File: src/rtl/weight_loader.sv
// Serial-to-column weight loader: gathers ROWS words per column and writes
// COLS assembled columns to the weight RAM, one strobe per column.
module weight_loader #(
    parameter int unsigned ROWS          = 16,
    parameter int unsigned COLS          = 8,
    parameter int unsigned BITWIDTH      = 18,
    parameter int unsigned ADDR_BITWIDTH = (COLS > 1) ? $clog2(COLS) : 1
) (
    input  logic                         clock,
    input  logic                         reset,
    input  logic                         startLoad,
    input  logic                         abort,
    input  logic [BITWIDTH-1:0]          inData,
    input  logic                         inValid,
    output logic                         inReady,
    output logic                         wrEnable,
    output logic [ADDR_BITWIDTH-1:0]     wrAddress,
    output logic [ROWS*BITWIDTH-1:0]     wrData,
    output logic                         busy,
    output logic                         loadDone
);

    localparam int unsigned ROW_W  = (ROWS > 1) ? $clog2(ROWS) : 1;
    localparam int unsigned DATA_W = ROWS * BITWIDTH;

    typedef enum logic [1:0] {
        IDLE  = 2'd0,
        FILL  = 2'd1,
        WRITE = 2'd2,
        DONE  = 2'd3
    } state_e;

    state_e                   state_q, state_d;
    logic [ROW_W-1:0]         row_cnt_q, row_cnt_d;
    logic [ADDR_BITWIDTH-1:0] col_cnt_q, col_cnt_d;
    logic [DATA_W-1:0]        col_buf_q, col_buf_d;
    logic                     in_ready_q, in_ready_d;
    logic                     wr_enable_q, wr_enable_d;
    logic [ADDR_BITWIDTH-1:0] wr_address_q, wr_address_d;
    logic [DATA_W-1:0]        wr_data_q, wr_data_d;
    logic                     busy_q, busy_d;
    logic                     load_done_q, load_done_d;
    logic                     accept_c;

    // inReady is only ever high in FILL, so this also implies state FILL
    assign accept_c = in_ready_q & inValid;

    // Next-state, counters and next registered outputs
    always_comb begin
        state_d      = state_q;
        row_cnt_d    = row_cnt_q;
        col_cnt_d    = col_cnt_q;
        col_buf_d    = col_buf_q;
        wr_address_d = wr_address_q;
        wr_data_d    = wr_data_q;

        unique case (state_q)
            IDLE: begin
                if (startLoad) begin
                    state_d   = FILL;
                    row_cnt_d = '0;
                    col_cnt_d = '0;
                end
            end
            FILL: begin
                if (abort) begin
                    state_d   = IDLE;
                    row_cnt_d = '0;
                    col_cnt_d = '0;
                end else if (accept_c) begin
                    col_buf_d[row_cnt_q*BITWIDTH +: BITWIDTH] = inData;
                    if (row_cnt_q == ROW_W'(ROWS - 1)) begin
                        row_cnt_d    = '0;
                        state_d      = WRITE;
                        wr_address_d = col_cnt_q;
                        wr_data_d    = col_buf_d;
                    end else begin
                        row_cnt_d = row_cnt_q + ROW_W'(1);
                    end
                end
            end
            WRITE: begin
                if (abort) begin
                    state_d   = IDLE;
                    row_cnt_d = '0;
                    col_cnt_d = '0;
                end else if (col_cnt_q == ADDR_BITWIDTH'(COLS - 1)) begin
                    col_cnt_d = '0;
                    state_d   = DONE;
                end else begin
                    col_cnt_d = col_cnt_q + ADDR_BITWIDTH'(1);
                    state_d   = FILL;
                end
            end
            DONE: begin
                state_d = IDLE;
            end
            default: begin
                state_d = IDLE;
            end
        endcase

        in_ready_d  = (state_d == FILL);
        wr_enable_d = (state_d == WRITE);
        busy_d      = (state_d != IDLE);
        load_done_d = (state_d == DONE);
    end

    always_ff @(posedge clock or negedge reset) begin
        if (!reset) begin
            state_q      <= IDLE;
            row_cnt_q    <= '0;
            col_cnt_q    <= '0;
            col_buf_q    <= '0;
            in_ready_q   <= 1'b0;
            wr_enable_q  <= 1'b0;
            wr_address_q <= '0;
            wr_data_q    <= '0;
            busy_q       <= 1'b0;
            load_done_q  <= 1'b0;
        end else begin
            state_q      <= state_d;
            row_cnt_q    <= row_cnt_d;
            col_cnt_q    <= col_cnt_d;
            col_buf_q    <= col_buf_d;
            in_ready_q   <= in_ready_d;
            wr_enable_q  <= wr_enable_d;
            wr_address_q <= wr_address_d;
            wr_data_q    <= wr_data_d;
            busy_q       <= busy_d;
            load_done_q  <= load_done_d;
        end
    end

    assign inReady   = in_ready_q;
    assign wrEnable  = wr_enable_q;
    assign wrAddress = wr_address_q;
    assign wrData    = wr_data_q;
    assign busy      = busy_q;
    assign loadDone  = load_done_q;

endmodule

File: config.mk
export PLATFORM = sky130hd
export DESIGN_NAME = weight_loader
export DESIGN_NICKNAME = d
export VERILOG_FILES = /design/src/rtl/weight_loader.sv
export SDC_FILE = /design/constraint.sdc
export NUM_CORES = 1
export LEC_CHECK = 0
export BUFFER_PORTS_ARGS = -buffer_cell sky130_fd_sc_hd__buf_4
export CORE_MARGIN = 5
export CORE_UTILIZATION = 50
export CTS_BUF_LIST = sky130_fd_sc_hd__clkbuf_2
export CTS_CLUSTER_DIAMETER = 150
export CTS_CLUSTER_SIZE = 12
export DETAILED_ROUTE_END_ITERATION = 8
export PLACE_DENSITY = 0.69
export SYNTH_ARGS = -nofsm -noshare
export SYNTH_HDL_FRONTEND = slang
export SYNTH_SLANG_ARGS = --single-unit
File: constraint.sdc
create_clock -name clock -period 6.62 [get_ports clock]
set_input_delay 0.331 -clock clock [delete_from_list [all_inputs] [get_ports clock]]
set_output_delay 0.331 -clock clock [all_outputs]
set_load 0.05 [all_outputs]
# == Word-level counts from Yosys, hierarchy flattened ==
# Index checks and enable logic that the tools add are counted.
# W data, S select, Z words.
# classes
mux,19
shift,2
reduce_logical,7
n_div,0
n_addsub,3
n_lt_le_gt_ge,0
multipliers,1
n_eq_ne,12
bitwise,2
# op_table
operator,n
$bwmux W288,1
$shift A18 B34 Y288 const A,1
$shiftx A18 B34 Y288,1
$neg A9 Y34,1
$mux W4,5
$mux W2,6
$mux W3,4
$pmux W4 S3,1
$pmux W3 S3,1
$eq A2 B2 Y1 const B,4
$mul A4 B4 Y8 const B,1
$pmux W2 S4,1
$reduce_and A4 Y1,2
$ne A2 B2 Y1 const B,3
$reduce_and A3 Y1,2
$add A4 B1 Y4 const B,1
$eq A2 B1 Y1 const B,2
$eq A4 B4 Y1 const B,1
$add A3 B1 Y3 const B,1
$eq A3 B3 Y1 const B,1
$ne A3 B3 Y1 const B,1
$reduce_bool A3 Y1,1
$logic_not A2 Y1,1
$reduce_bool A2 Y1,1
other kinds (2),2
# totals
memories,0
regBits,592
word_cells,56
romBits,0
latchBits,0
in_bits,23
ram_bits,0
output_inout_bits,295

# == Logic depth before layout (Yosys ltp) ==
# Gate-level depths: netlist of run 1.
# logic_depth
ltp_word,6
depth_mapped,19
depth_no_buf,13

# == Worst setup path before layout of run 1 ==
# OpenSTA, ideal clock, no wires.
# synth_timing
path_type,register -> register
start,register row_cnt_q[0]
end,"register wr_data_q[269], in the netlist wrData[269]"
required_time_ps,6500
arrival_time_ps,4834
path_stages_with_launch,18
path_buffers,4
path_slack_ps,1667
synth_period_minus_slack_ps,4953
setup_time_ps,120
path_cell_list,dfrtp_1 ha_1 ha_1 ha_1 nor2_1 clkbuf_1 nand3_1 inv_1 clkbuf_1 clkbuf_1 ha_1 buf_2 inv_1 a2111o_1 a2111oi_2 a41oi_1 or4_1 a31o_1
# synth_via
elab_chain_len,4
word_cells_on_any_way,7
cone_classes,add/sub: 1; mul: 1; eq/ne: 1; shift: 2; mux: 1; reduce/logical: 1
# synth_rtl
element,line,rtl
"start, declared",34,"logic [ROW_W-1:0] row_cnt_q, row_cnt_d;"
"start signal, assigned",123,row_cnt_q <= row_cnt_d;
$mul A4 B4 Y8,71,col_buf_d[row_cnt_q*BITWIDTH +: BITWIDTH] = inData;
$neg A9 Y34,71,
$shiftx A18 B34 Y288 / $shift A18 B34 Y288 (equally long branches),71,
$bwmux W288,71,
"end signal, assigned",129,wr_data_q <= wr_data_d;
"end, declared",40,"logic [DATA_W-1:0] wr_data_q, wr_data_d;"
# Several ways; a longest one is shown, not always the timed one.
# A chain may end at the register's enable or synchronous reset.

# == Worst setup path in the final report of run 1 ==
# layout_timing
start,register row_cnt_q[3]
end,register col_buf_q[212]
# layout_via
elab_chain_len,4
word_cells_on_any_way,5
cone_classes,add/sub: 1; mul: 1; shift: 2; mux: 1
# layout_rtl
element,line,rtl
$mul A4 B4 Y8 *,71,
$neg A9 Y34 *,71,
$shiftx A18 B34 Y288 / $shift A18 B34 Y288 (equally long branches),71,
$bwmux W288 *,71,
"end signal, assigned",125,col_buf_q <= col_buf_d;
"end, declared",36,"logic [DATA_W-1:0] col_buf_q, col_buf_d;"
# Every way passes the cells marked *; elsewhere a longest branch is shown, timed or not.

==> results of run 1 <==
[repair_timing]
item / CTS / global route
gates resized for setup: 0 / 0
hold buffers: 29 / 0
endpoints found under the setup margin: 0 / 0
hold endpoints to repair: 549 / 0
setup buffers: 0 / 0
[layout make-up]
cell class / instances / area (sq um)
Clock inverter: 3 / 20.0
Timing Repair Buffer: 425 / 3350
Sequential cell: 592 / 14800
Antenna cell: 3 / 7.51
Clock buffer: 56 / 280
Fill cell: 5341 / 26800
Inverter: 45 / 170
Multi-Input combinational cell: 2137 / 15000
Tap cell: 790 / 988
[layout by cell type (no fill, tap or decap), types with 8 or more instances in the layout]
master / count
mux4_2: 12
buf_4: 390
a21o_1: 10
a41oi_1: 13
or3_1: 15
o22a_1: 18
a221o_1: 21
nor3_1: 97
mux2_2: 255
and3_1: 12
nand3_1: 87
inv_1: 43
nor2_1: 117
dfrtp_1: 591
or4_1: 8
nand2_1: 342
nor4_2: 15
a211oi_1: 29
o211ai_1: 36
o32a_1: 12
mux2i_1: 184
nor4_1: 27
ha_1: 8
o22ai_1: 45
o21ai_1: 56
and2_1: 93
a21oi_1: 112
a31oi_1: 48
o31ai_1: 96
o21ai_0: 156
o32ai_1: 17
dlygate4sd3_1: 28
o2111ai_1: 8
nand4_1: 20
nand2b_1: 13
clkbuf_2: 56
a211oi_2: 9
[power by group through the flow]
stage,Combinational (mW),Clock [mW],Sequential [mW]
2_1_floorplan,1.62,0,3.76
3_3_place_gp,2.72,0,3.76
3_5_place_dp,2.74,0,3.76
4_1_cts,2.77,1.44,3.70
5_1_grt,2.97,1.56,3.71
6_report,2.89,1.40,3.70
[registers in the layout, summed over array words and instances (netlist names)]
signal / cells
row_cnt_q: 4
busy: 1
col_buf_q: 288
inReady: 1
wrData: 288
state_q: 2
wrAddress: 3
wrEnable: 1
loadDone: 1
col_cnt_q: 3
[metrics by stage]
stage,hold WS [ns],instances,utilization
6_report,0.137,4051,0.564
5_1_grt,0.107,4051,0.564
3_5_place_dp,0.442,3960,0.554
4_1_cts,0.00854,4048,0.564
2_1_floorplan,0.0354,2999,-
3_3_place_gp,0.428,3959,0.553
[worst max-delay path, stage by stage (launching register included)]
cell,delay [ns]
dfrtp_1,0.53
ha_1,0.23
ha_1,0.20
ha_1,0.49
nor2_1,0.67
nand3_1,0.19
inv_1,0.12
ha_1,0.17
inv_1,0.04
buf_4,0.19
a211oi_1,0.74
o21ai_1,0.46
buf_4,0.34
a211oi_1,0.58
and2_1,0.26
mux2_2,0.34
[final timing paths]
path / slack [ns] / depth (start not counted) / to
max: 0.91 / 15 / col_buf_q[212]
min: 0.14 / 6 / wrData[4]
max reg2reg: 0.91 / 15 / col_buf_q[212]
min reg2reg: 0.50 / 2 / wrData[238]
max in group asynchronous: 5.24 / 4 / col_buf_q[29]
min in group asynchronous: 0.42 / 4 / row_cnt_q[3]
[logic make-up (layout without fill, tap and decap cells)]
kind of cell               Yosys count  count (layout)  share of synthesized area
and+or+nand+nor                    901             901                      0.145
AOI/OAI and AO/OA                  766             766                      0.170
DFF                                592             592                      0.480
muxes                              453             453                      0.162
buffers and inverters              270             529                     0.0359
xor gates and xnor gates             9               9                    0.00304
adders and majority gates            8               8                    0.00325
other                                0               3                          0
[routing by layer]
layer / vias up / routed length [um] / share of wire
li1: 11561 / - / -
met1: 13399 / 46500 / 0.41
met2: 1324 / 51400 / 0.46
met3: 263 / 9570 / 0.085
met4: 0 / 5030 / 0.045
met5: - / 0 / 0
==> impl_metrics.yaml, run 1 <==
job:
  cap_violations: 1
status:
  violations: "max-capacitance violations, max-slew violations"
  status: "finished, violations left"
clock_network:
  cts_max_path_buffers: 3
  clk_pin_slew_worst_paths_ns: 0.27
  root_buffer: "clkbuf_2"
  clk_latency_ns: 1.18
  cts_sinks: 592
  cts_buffers: 55
  cts_tree: "done"
  htreeDepth: 2
logic_synthesis:
  syn_avg_cell_area_sq_um: 10.3
  synth_top_area_frac: 0.480
  ys_ff_latch: 592
  synthTopCellsByCount: "dfrtp_1, nand2_1, mux2_2"
  yosys-top-cells-area: "dfrtp_1, mux2_2, mux2i_1, nand2_1, o21ai_0"
  yosysSeqAreaShare: 0.480
  synth_area_sq_um: 30800
  synth_edf_count: 0
  synth_warnings: 0
  synth-main-ff-cell: "dfrtp_1"
  synth_cell_types: 94
  synthesis.nets: 3030
  yosysTopAreaCell: "dfrtp_1"
  netlist_instances: 2999
  synth-async-reset-ratio: 1.00
  yosysMostFrequentCell: "dfrtp_1"
die:
  core-area_sq_um: 61400
  rows: 91
  start_util: 0.502
  io-pin-count: 318
  die_area_sq_um: 66700
  dieHeight_um: 258
  die_x_um: 258
route:
  wl_um: 113000
  route.detailed.drc: 0
  drtAntennaViolNets: 0
  wl_per_cell_um: 27.8
  vias: 26547
  first_pass_iters: 5
  routed_via_density: 6.55
  drtIter0Drc: 2737
power:
  seqPwrFrac: 0.463
  intPower_mw: 4.54
  p_switching_mw: 3.44
  p_comb_frac: 0.362
  pwr-share-clk: 0.175
  leakagePower_nw: 15.3
  p_sw_frac: 0.431
  power_density_nw_per_um2: 231
  vdd_drop_max_uv: 184
  total_power_mw: 7.99
sta:
  finClkSkew_ns: 0.124
  finalSetupTns_ns: 0
  fin_ws_ns: 0.906
  worst_pin_slew_ns: 1.54
  drv_slew: 6
  fmaxAchievable_mhz: 175
  period_needed_ns: 5.71
  fin_crit_sh: 0.863
  setup_viol: 0
  slew_headroom: -0.0329
  hold_viol: 0
  rsz0062_at_grt: "no"
placement:
  placed_area_sq_um: 34000
  place.gp.congestion: 1.00
  dp_hpwl_um: 79800
  io_buffers: 317
  preCtsSetupSlack_ns: 1.16
global_route:
  grt_max_degree: 254
  first_global_vias: 26226
  grt_usage: 0.326
  grt_use_met3: 0.0591
  antenna_found_initial: 3
  overflow: 0
  grt_pass1_wl_um: 168000
  met1_usage: 0.454
  use_met2: 0.514
  busiest_layer: "met2"
critical_path:
  critPathArrivalTime_ns: 6.75
  critPathLaunchType: "flip-flop"
  crit_type: "reg -> reg"
  crit_start: "row_cnt_q[3]"
  crit_required_ns: 7.66
  r2r_start: "row_cnt_q[3]"
  endpoint_kind: "flip-flop"
  path_max_fanout: 13
min_path:
  worstHoldStart: "inData[4]"
  hold_path.class: "in -> reg"
cells_and_area:
  finalNetCount: 3287
  drive_gt1_frac: 0.248
  finalInstanceArea_sq_um: 34600
  area_delta_synth_final_pct: 12.2
No activity file was read; power rests on OpenSTA's default activity.
==> run 2, diff against run 1 <==
--- a/config.mk
+++ b/config.mk
@@ -6,13 +6,13 @@
 export NUM_CORES = 1
 export LEC_CHECK = 0
 export BUFFER_PORTS_ARGS = -buffer_cell sky130_fd_sc_hd__buf_4
-export CORE_MARGIN = 5
+export CORE_MARGIN = 8
 export CORE_UTILIZATION = 50
 export CTS_BUF_LIST = sky130_fd_sc_hd__clkbuf_2
 export CTS_CLUSTER_DIAMETER = 150
 export CTS_CLUSTER_SIZE = 12
 export DETAILED_ROUTE_END_ITERATION = 8
-export PLACE_DENSITY = 0.69
+export PLACE_DENSITY_LB_ADDON = 0.1
 export SYNTH_ARGS = -nofsm -noshare
 export SYNTH_HDL_FRONTEND = slang
 export SYNTH_SLANG_ARGS = --single-unit
==> run 2 against run 1 <==
  * The run now ends clean
  * Final cell count increased by 0.20%
  * Non-clock buffer count up 8
  * Global-route usage is 1.0 points lower
  * Clock power about the same
  * Sequential power is essentially flat
  * Setup slack got worse by 0.081 ns
  * Core utilization rose by 0.14 points
  * Worst hold slack improved by 0.010 ns
  * Critical endpoint is now col_buf_q[84]
  * Largest cell class unchanged
==> impl_metrics.yaml, run 2 (same netlist as run 1, synthesis figures left out) <==
status:
  status: "completed"
min_path:
  worstHoldStart: "inData[3]"
  hold_path_end: "col_buf_q[213]"
  hold_path.class: "in -> reg"
  hold_depth: 6
global_route:
  antenna_found_initial: 2
  first_global_vias: 26167
  grt_max_degree: 189
  grt_pass1_wl_um: 170000
  grt_usage: 0.316
  overflow: 0
sta:
  finClkSkew_ns: 0.0746
  rsz0062_at_grt: "no"
  finalSetupTns_ns: 0
  worst_pin_slew_ns: 1.38
  fmaxAchievable_mhz: 173
  setup_viol: 0
  hold_slack_ns: 0.147
  slew_headroom: 0.0829
  drv_slew: 0
  hold_viol: 0
  fin_crit_sh: 0.875
  period_needed_ns: 5.79
critical_path:
  crit_type: "reg -> reg"
  endpoint_kind: "flip-flop"
  worst_r2r_endpoint: "col_buf_q[84]"
  critPathLaunchType: "flip-flop"
  r2r_start: "row_cnt_q[0]"
  rr_worst_depth: 10
  crit_start: "row_cnt_q[0]"
  path_max_fanout: 33
  r2r_slack_ns: 0.83
  crit_required_ns: 7.63
  critPathArrivalTime_ns: 6.80
route:
  wl_um: 114000
  first_pass_iters: 7
  route.detailed.drc: 0
  drtIter0Drc: 2724
  routed_via_density: 6.46
  drtAntennaViolNets: 0
  wl_per_cell_um: 28.0
  vias: 26216
die:
  die_x_um: 264
  start_util: 0.502
  die_area_sq_um: 69900
  io-pin-count: 318
  dieHeight_um: 264
  rows: 91
  core-area_sq_um: 61400
clock_network:
  cts-resized-gates: 0
  cts_setup_buffers: 0
  htreeDepth: 2
  cts_max_path_buffers: 3
  cts_buffers: 55
  clk_pin_slew_worst_paths_ns: 0.24
  cts_tree: "done"
  root_buffer: "clkbuf_2"
  cts_sinks: 592
  clk_latency_ns: 1.15
power:
  power_density_nw_per_um2: 231
  leakagePower_nw: 15.4
  vdd_drop_max_uv: 133
cells_and_area:
  finalInstanceArea_sq_um: 34700
  area_delta_synth_final_pct: 12.5
  final.fill_count: 5385
  layout_commonest_cell: "dfrtp_1"
  final_cell_mix: "dfrtp_1, buf_4, nand2_1"
  finalNetCount: 3295
  regArea_sq_um: 14800
  drive_gt1_frac: 0.249
  multi_input_area_sq_um: 15000
placement:
  dp_hpwl_um: 81000
  place.gp.congestion: 0.972
  io_buffers: 317
  placed_area_sq_um: 34000
job:
  cap_violations: 0
==> run 2: changes by cell type in the layout (fill, tap and decap cells not counted), sizes merged <==
cell,previous run,this run
buf,397,402
dlygate4sd3,28,31
==> run 2: area by class of cell <==
type	instances	share of cell area
multi-input cells	2137	0.432
flip-flops and latches	592	0.427
repair buffers	433	0.0989
well taps	790	0.0285
clock buffers	56	0.00808
inverters	45	0.00491
clock inverters	3	0.000577
diodes	3	0.000216
==> run 2: worst max path at each step <==
stage                                to
final                     col_buf_q[84]
after global routing      col_buf_q[84]
after CTS                 col_buf_q[84]
after detailed placement  col_buf_q[84]
after global placement    col_buf_q[85]
after floorplan             wrData[269]
==> run 2: report_power, final <==
part / total [mW] / switching (mW) / internal [mW]
clock: 1.39 / 1.16 / 0.227
combinational: 2.91 / 2.23 / 0.673
sequential: 3.71 / 0.0357 / 3.67
total: 8.00 / 3.43 / 4.57
==> run 2: repair_timing <==
item / CTS / global route
setup endpoints to repair: 0 / 0
hold buffers: 32 / 0
hold endpoints to repair: 363 / 0
==> run 2: layer usage <==
metal / vias up / routed length, um / share of wire / GRT usage
li1: 11574 / - / - / -
met1: 13254 / 48000 / 0.42 / 0.435
met2: 1180 / 52300 / 0.46 / 0.497
met3: 208 / 9520 / 0.084 / 0.0660
met4: 0 / 3920 / 0.034 / 0.104
met5: - / 0 / 0 / 0
==> run 2: per-stage QoR <==
step,instances,util,power (mW),setup slack [ns]
2_1_floorplan,2999,-,5.38,1.67
3_3_place_gp,3965,0.555,6.52,1.30
3_5_place_dp,3965,0.555,6.54,1.06
5_1_grt,4058,0.565,8.27,0.609
6_report,4059,0.565,8.00,0.825
4_1_cts,4056,0.565,7.95,0.960
==> run 2: critical path, cell delays in order, from the launching register on <==
cell	delay, ns
dfrtp_2	0.75
buf_4	0.55
inv_1	0.28
ha_1	0.63
nor3b_2	0.39
a21oi_1	0.80
o221ai_2	0.52
buf_4	0.33
a211oi_1	0.77
and2_1	0.27
mux2_2	0.34
